**src/rtl/proj_minhash_sketch.sv**
```systemverilog
// MinHash sketch builder: hashes one k-mer per cycle with a seeded multiply-xor
// hash and emits (min, position, count) once per window of WINDOW k-mers, or
// earlier when flushed.
module proj_minhash_sketch #(
    parameter int unsigned KMER_BYTES = 4,
    parameter int unsigned DATA_BITS  = 8,
    parameter int unsigned HASH_BITS  = 32,
    parameter int unsigned WINDOW     = 64,
    parameter logic [31:0] SEED       = 32'h9E37_79B9,
    parameter logic [31:0] MULT       = 32'h85EB_CA6B
) (
    input  logic                               in_clk,
    input  logic                               in_rst_n,
    input  logic                               in_valid,
    input  logic [KMER_BYTES*DATA_BITS-1:0]    in_kmer,
    input  logic                               in_flush,
    output logic                               out_valid,
    output logic [HASH_BITS-1:0]               out_min,
    output logic [$clog2(WINDOW)-1:0]          out_pos,
    output logic [$clog2(WINDOW+1)-1:0]        out_count
);

    localparam int unsigned KW = KMER_BYTES * DATA_BITS;
    localparam int unsigned PW = $clog2(WINDOW);
    localparam int unsigned CW = $clog2(WINDOW + 1);

    localparam logic [KW-1:0] SEED_K = KW'(SEED);
    localparam logic [KW-1:0] MULT_K = KW'(MULT);
    localparam logic [PW-1:0] LAST   = PW'(WINDOW - 1);

    // Stage 1 state
    logic                 s1_valid;
    logic                 s1_flush;
    logic [HASH_BITS-1:0] s1_hash;

    // Stage 2 running window state
    logic [PW-1:0]        cnt;
    logic [HASH_BITS-1:0] run_min;
    logic [PW-1:0]        run_pos;

    // Stage 2 combinational results
    logic [KW-1:0]        mix;
    logic [KW-1:0]        prod;
    logic [HASH_BITS-1:0] hash;
    logic                 take_min;
    logic [HASH_BITS-1:0] upd_min;
    logic [PW-1:0]        upd_pos;
    logic [CW-1:0]        upd_count;
    logic                 close;
    logic                 emit;
    logic [PW-1:0]        cnt_next;

    // Hash: product kept modulo 2^KW, top HASH_BITS bits taken
    always_comb begin
        mix  = in_kmer ^ SEED_K;
        prod = mix * MULT_K;
        hash = prod[KW-1 -: HASH_BITS];
    end

    // Stage 1 register: hash plus order-preserving valid/flush bits
    always_ff @(posedge in_clk or negedge in_rst_n) begin
        if (!in_rst_n) begin
            s1_valid <= 1'b0;
            s1_flush <= 1'b0;
            s1_hash  <= '0;
        end else begin
            s1_valid <= in_valid;
            s1_flush <= in_flush;
            if (in_valid) begin
                s1_hash <= hash;
            end
        end
    end

    // Stage 2 combinational update; strict compare keeps the earliest tie
    always_comb begin
        take_min  = s1_valid && ((cnt == '0) || (s1_hash < run_min));
        upd_min   = take_min ? s1_hash : run_min;
        upd_pos   = take_min ? cnt : run_pos;
        upd_count = CW'(cnt) + CW'(s1_valid);
        close     = (s1_valid && (cnt == LAST)) || s1_flush;
        emit      = close && (upd_count != '0);
        cnt_next  = cnt;
        if (close) begin
            cnt_next = '0;
        end else if (s1_valid) begin
            cnt_next = cnt + PW'(1);
        end
    end

    // Stage 2 register: running min/pos/count and the sketch output
    always_ff @(posedge in_clk or negedge in_rst_n) begin
        if (!in_rst_n) begin
            cnt       <= '0;
            run_min   <= '0;
            run_pos   <= '0;
            out_valid <= 1'b0;
            out_min   <= '0;
            out_pos   <= '0;
            out_count <= '0;
        end else begin
            cnt       <= cnt_next;
            run_min   <= upd_min;
            run_pos   <= upd_pos;
            out_valid <= emit;
            if (emit) begin
                out_min   <= upd_min;
                out_pos   <= upd_pos;
                out_count <= upd_count;
            end
        end
    end

endmodule

```
**config.mk**
```make
export PLATFORM = sky130hd
export DESIGN_NAME = proj_minhash_sketch
export DESIGN_NICKNAME = d
export VERILOG_FILES = /design/src/rtl/proj_minhash_sketch.sv
export SDC_FILE = /design/constraint.sdc
export NUM_CORES = 1
export LEC_CHECK = 0
export BUFFER_PORTS_ARGS = -buffer_cell sky130_fd_sc_hd__clkbuf_2
export CORE_MARGIN = 2
export CORE_UTILIZATION = 60
export DETAILED_ROUTE_END_ITERATION = 12
export GPL_TIMING_DRIVEN = 1
export PLACE_DENSITY = 0.78
export SLEW_MARGIN = 20
export SYNTH_ARGS = -nofsm -noshare
export SYNTH_HDL_FRONTEND = slang
export SYNTH_SLANG_ARGS = --single-unit
```
**constraint.sdc**
```tcl
create_clock -name in_clk -period 6.9 [get_ports in_clk]
set_clock_uncertainty 0.1 [all_clocks]
set_input_delay 1.725 -clock in_clk [delete_from_list [all_inputs] [get_ports in_clk]]
set_output_delay 1.725 -clock in_clk [all_outputs]
set_load 0.01 [all_outputs]
```
; After elaboration in Yosys (flattened, before gate mapping)
; Index checks and enable logic that the tools add are counted.
[totals]
wordCells = 28
register_bits = 124
[classes]
n_mux = 4
n_reduce_logical = 8
add_sub_neg = 2
n_eq_ne = 1
magnitude_cmp = 1
n_mul = 1
n_bitwise = 1
[ops]
columns = op, count
row1 = 32-bit < comparator, 1
row2 = 32-bit by 32-bit multiplier with 32-bit output (second input constant), 1
row3 = 32-bit two-way mux, 1
row4 = 20-bit NOT, 1
row5 = 6-bit two-way mux, 3
row6 = 6-bit by 1-bit adder with 7-bit output, 1
row7 = 7-bit nonzero test, 1
row8 = 6-bit by 1-bit adder with 6-bit output (second input constant), 1
row9 = 6-bit == test (second input constant), 1
row10 = 6-bit zero test, 1
row11 = 1-bit logical AND, 3
row12 = 1-bit logical OR, 2
row13 = 2-bit nonzero test, 1

; Depth between registers and ports, before layout
[logic_depth]
word_depth = 4
mapped_depth = 24
ltp_nobuf = 24

; Worst setup path before layout
; Ideal clock, no wire load.
[synth_timing]
kind = input -> register
startpoint = input port in_kmer[12]
endpoint = register s1_hash[31]
setup_ns = 0.125
setup_slack_ns = -1.004
t_arrival_ns = 7.680
required_time_ns = 6.675
cell_stages = 23
n_path_buf = 0
cell_sequence = inv_1 -> ha_1 -> ha_1 -> fa_1 -> inv_1 -> fa_1 -> inv_1 -> fa_1 -> inv_1 -> fa_1 -> inv_1 -> fa_1 -> fa_1 -> ha_1 -> a211oi_1 -> o21bai_1 -> o311a_1 -> o21a_1 -> o31ai_1 -> o2111ai_1 -> a21oi_1 -> xnor2_1 -> mux2_2
[synth_between]
elab_chain_len = 2
[synth_lines]
columns = element, line
row1 = start: declaration, 15  ; input logic [KMER_BYTES*DATA_BITS-1:0] in_kmer,
row2 = 20-bit NOT (no source line), -
row3 = 32-bit by 32-bit multiplier with 32-bit output, 56  ; prod = mix * MULT_K;
row4 = end signal: assignment, 70  ; s1_hash <= hash;
row5 = end: declaration, 34  ; logic [HASH_BITS-1:0] s1_hash;
; Every way passes these cells.
; A chain may end at the register's enable or synchronous reset.

; Worst setup path after layout
[layout_timing]
startpoint = input port in_kmer[13]
endpoint = register s1_hash[31]
; Same word-level chain as after synthesis.

==> impl_metrics.ini <==
[run_status]
status = finished with violations
violations = negative setup slack

[sta]
worst_slew_pin_slew_ns = 0.9511
setup_viol = 14
rsz0062_at_grt = yes
fin_crit_sh_pct = 111.2
period_needed_ns = 7.675
finalSetupTns_ns = -6.418
hold_viol = 0
worst_slack_ns = -0.7753
maxSlewViolCount = 0
max_freq_ghz = 0.1303
slew_headroom_pct = 36.59

[setup_path]
cp_data_required_time_ns = 7.10
cp-end-kind = register
cp_max_fo = 4
path_class = input pin to register
arrival_ns = 7.88
start_kind = input pin

[detailed_routing]
route.detailed.drc = 0
wl_met1_um = 16430
wl_um = 40910
via_count = 12040
wire_per_inst_um = 19.69
drt_iter0_markers = 872
wl_met3_um = 1775
top_layer_used = met4
dr.pass1.iters = 6
avgViaCountPerCell = 5.793
postRouteAntennaNets = 0
wl_met2_um = 20670

[synth]
synth-async-reset-ratio_pct = 100.0
netlist.area_leader.share_pct = 27.63
seq_area_frac_synth_pct = 20.11
syn_area_per_cell_um2 = 10.38
post-synth-top-area-cell = fa_1
synth_edf_count = 0
synth-seq-cells = 124
synth_area_leaders = fa_1 28%, dfrtp_1 20%, ha_1 17%
syn-cell-area_mm2 = 0.01543
synth-main-ff-cell = dfrtp_1
synth_warnings = 0
yosys.cell_types.count = 57
post-synth-top-count-cell = inv_1
syn_nets = 1949
ys_top_cells_by_count = 340 x inv_1, 213 x fa_1, 213 x ha_1
synthesis.instances = 1487

[hold_path]
hold_class = register to register

[layout]
drive_above_1_share_pct = 27.92
syn2layout_area_growth_pct = 23.47
fill_cells = 1601
diodes = 0
fin_nets = 2197

[clocking]
ctsHoldBuffers = 0
clk_latency_ns = 0.42
clockBufferDepth = 2
cts_root_buf = clkbuf_16
clock_sinks = 124
numCtsBuffers = 17
clkTransAtPathRegs_ns = 0.06
tritoncts = yes
cts_max_level = 4

[flow_run]
maxCapViolations = 0

[floorplanning]
fp.dieArea_mm2 = 0.02702
die_y_um = 164.4
fp.dieW_um = 164.4
initial_core_util_pct = 61.11
io_pins = 82
rows = 58
core_area_mm2 = 0.02525

[placed_design]
hpwl_um = 31190
io_buffers = 81
routabilityCongestion = 0.9556

[global_route]
globalRouteOverflowTotal = 0
grt_usage_pct = 31.20
grt_max_degree = 88
grt_pass1_wl_um = 64900
grt_pass1_vias = 12660
antenna_found_initial = 0
[placed cells by master (no fill, tap or decap), types with 31 or more instances in the layout]
cell	n
inv_1	316
mux2_2	42
nand4_1	47
o2111ai_1	37
fa_1	205
nand3_1	46
buf_4	189
ha_1	168
nand2_1	56
ha_4	41
clkbuf_2	76
dfrtp_1	123
xnor2_1	48
o31a_1	31
[path summary, 6_finish.rpt]
path                                 to          from  slack [ns]  depth (start not counted)
max in group asynchronous     out_valid      in_rst_n        4.34                          3
min                        out_count[4]  out_count[4]        0.38                          2
min reg2reg                out_count[4]  out_count[4]        0.38                          2
min in group asynchronous    out_min[9]      in_rst_n        1.10                          1
max                         s1_hash[31]   in_kmer[13]       -0.78                         25
max reg2reg                  run_min[7]   s1_hash[18]        2.93                          9
[per-stage QoR]
step                worst slack (ns)  util [%]  instance area, um^2  hold WS [ns]  cells
floorplan                    -0.8401         -                15620        0.3781   1487
global placement              -1.110     69.50                17550        0.3625   2021
detailed placement            -1.257     69.50                17550        0.3668   2021
CTS                          -0.7345     73.97                18680        0.3824   2068
global route                 -0.9803     75.46                19060        0.4002   2078
finish                       -0.7753     75.46                19060        0.3768   2078
[registers in the layout, summed over array words and instances (netlist names)]
name,flops
s1_flush,1
out_valid,1
cnt,6
out_pos,6
run_min,32
run_pos,6
out_count,7
out_min,32
s1_valid,1
s1_hash,32
[cell families after synthesis]
| logic type | Yosys count | share of synthesized area (%) |
|---|---|---|
| adder cells (fa/ha/maj) | 426 | 44.90 |
| buffers and inverters | 397 | 9.996 |
| AND/OR/NAND/NOR | 209 | 6.875 |
| AO/OA/AOI/OAI | 198 | 9.534 |
| flip-flops | 124 | 20.11 |
| XOR/XNOR | 68 | 3.859 |
| multiplexers | 65 | 4.735 |
[worst max-delay path: stages]
cell        delay, ns
buf_8            0.08
clkinvlp_4       0.14
buf_6            0.16
ha_4             0.26
ha_4             0.20
fa_1             0.54
inv_2            0.04
fa_1             0.52
inv_1            0.06
fa_1             0.47
inv_1            0.05
fa_1             0.49
inv_2            0.04
fa_1             0.45
fa_1             0.53
ha_4             0.21
a211oi_2         0.23
o21bai_1         0.13
o311a_1          0.34
o21a_1           0.23
o31ai_4          0.31
o2111ai_2        0.17
a21oi_2          0.17
xnor2_1          0.09
mux2_4           0.25
[per-layer routing]
layer / vias to the layer above / global-route usage (%)
met2: 460 / 54.96
met4: 0 / 13.56
met3: 128 / 3.089
li1: 5423 / -
met5: - / 0
met1: 6026 / 39.25
[layout make-up]
class                   instances  area, um^2  area share, %
well taps                     330       412.9          2.167
clock inverters                14       162.7         0.8536
clock buffers                  18       429.2          2.252
repair buffers                285        2062          10.82
multi-input cells             966       11580          60.79
inverters                     341        1301          6.829
flip-flops and latches        124        3104          16.29
[what timing repair did]
action / in CTS / in global routing
gates resized for setup: 70 / 56
pin swaps: 74 / 72
buffers inserted: 15 / 10
endpoints found under the setup margin: 17 / 18
Power is not shown: default switching activity piles up to over one toggle a cycle in this logic, so the estimate is an artifact.
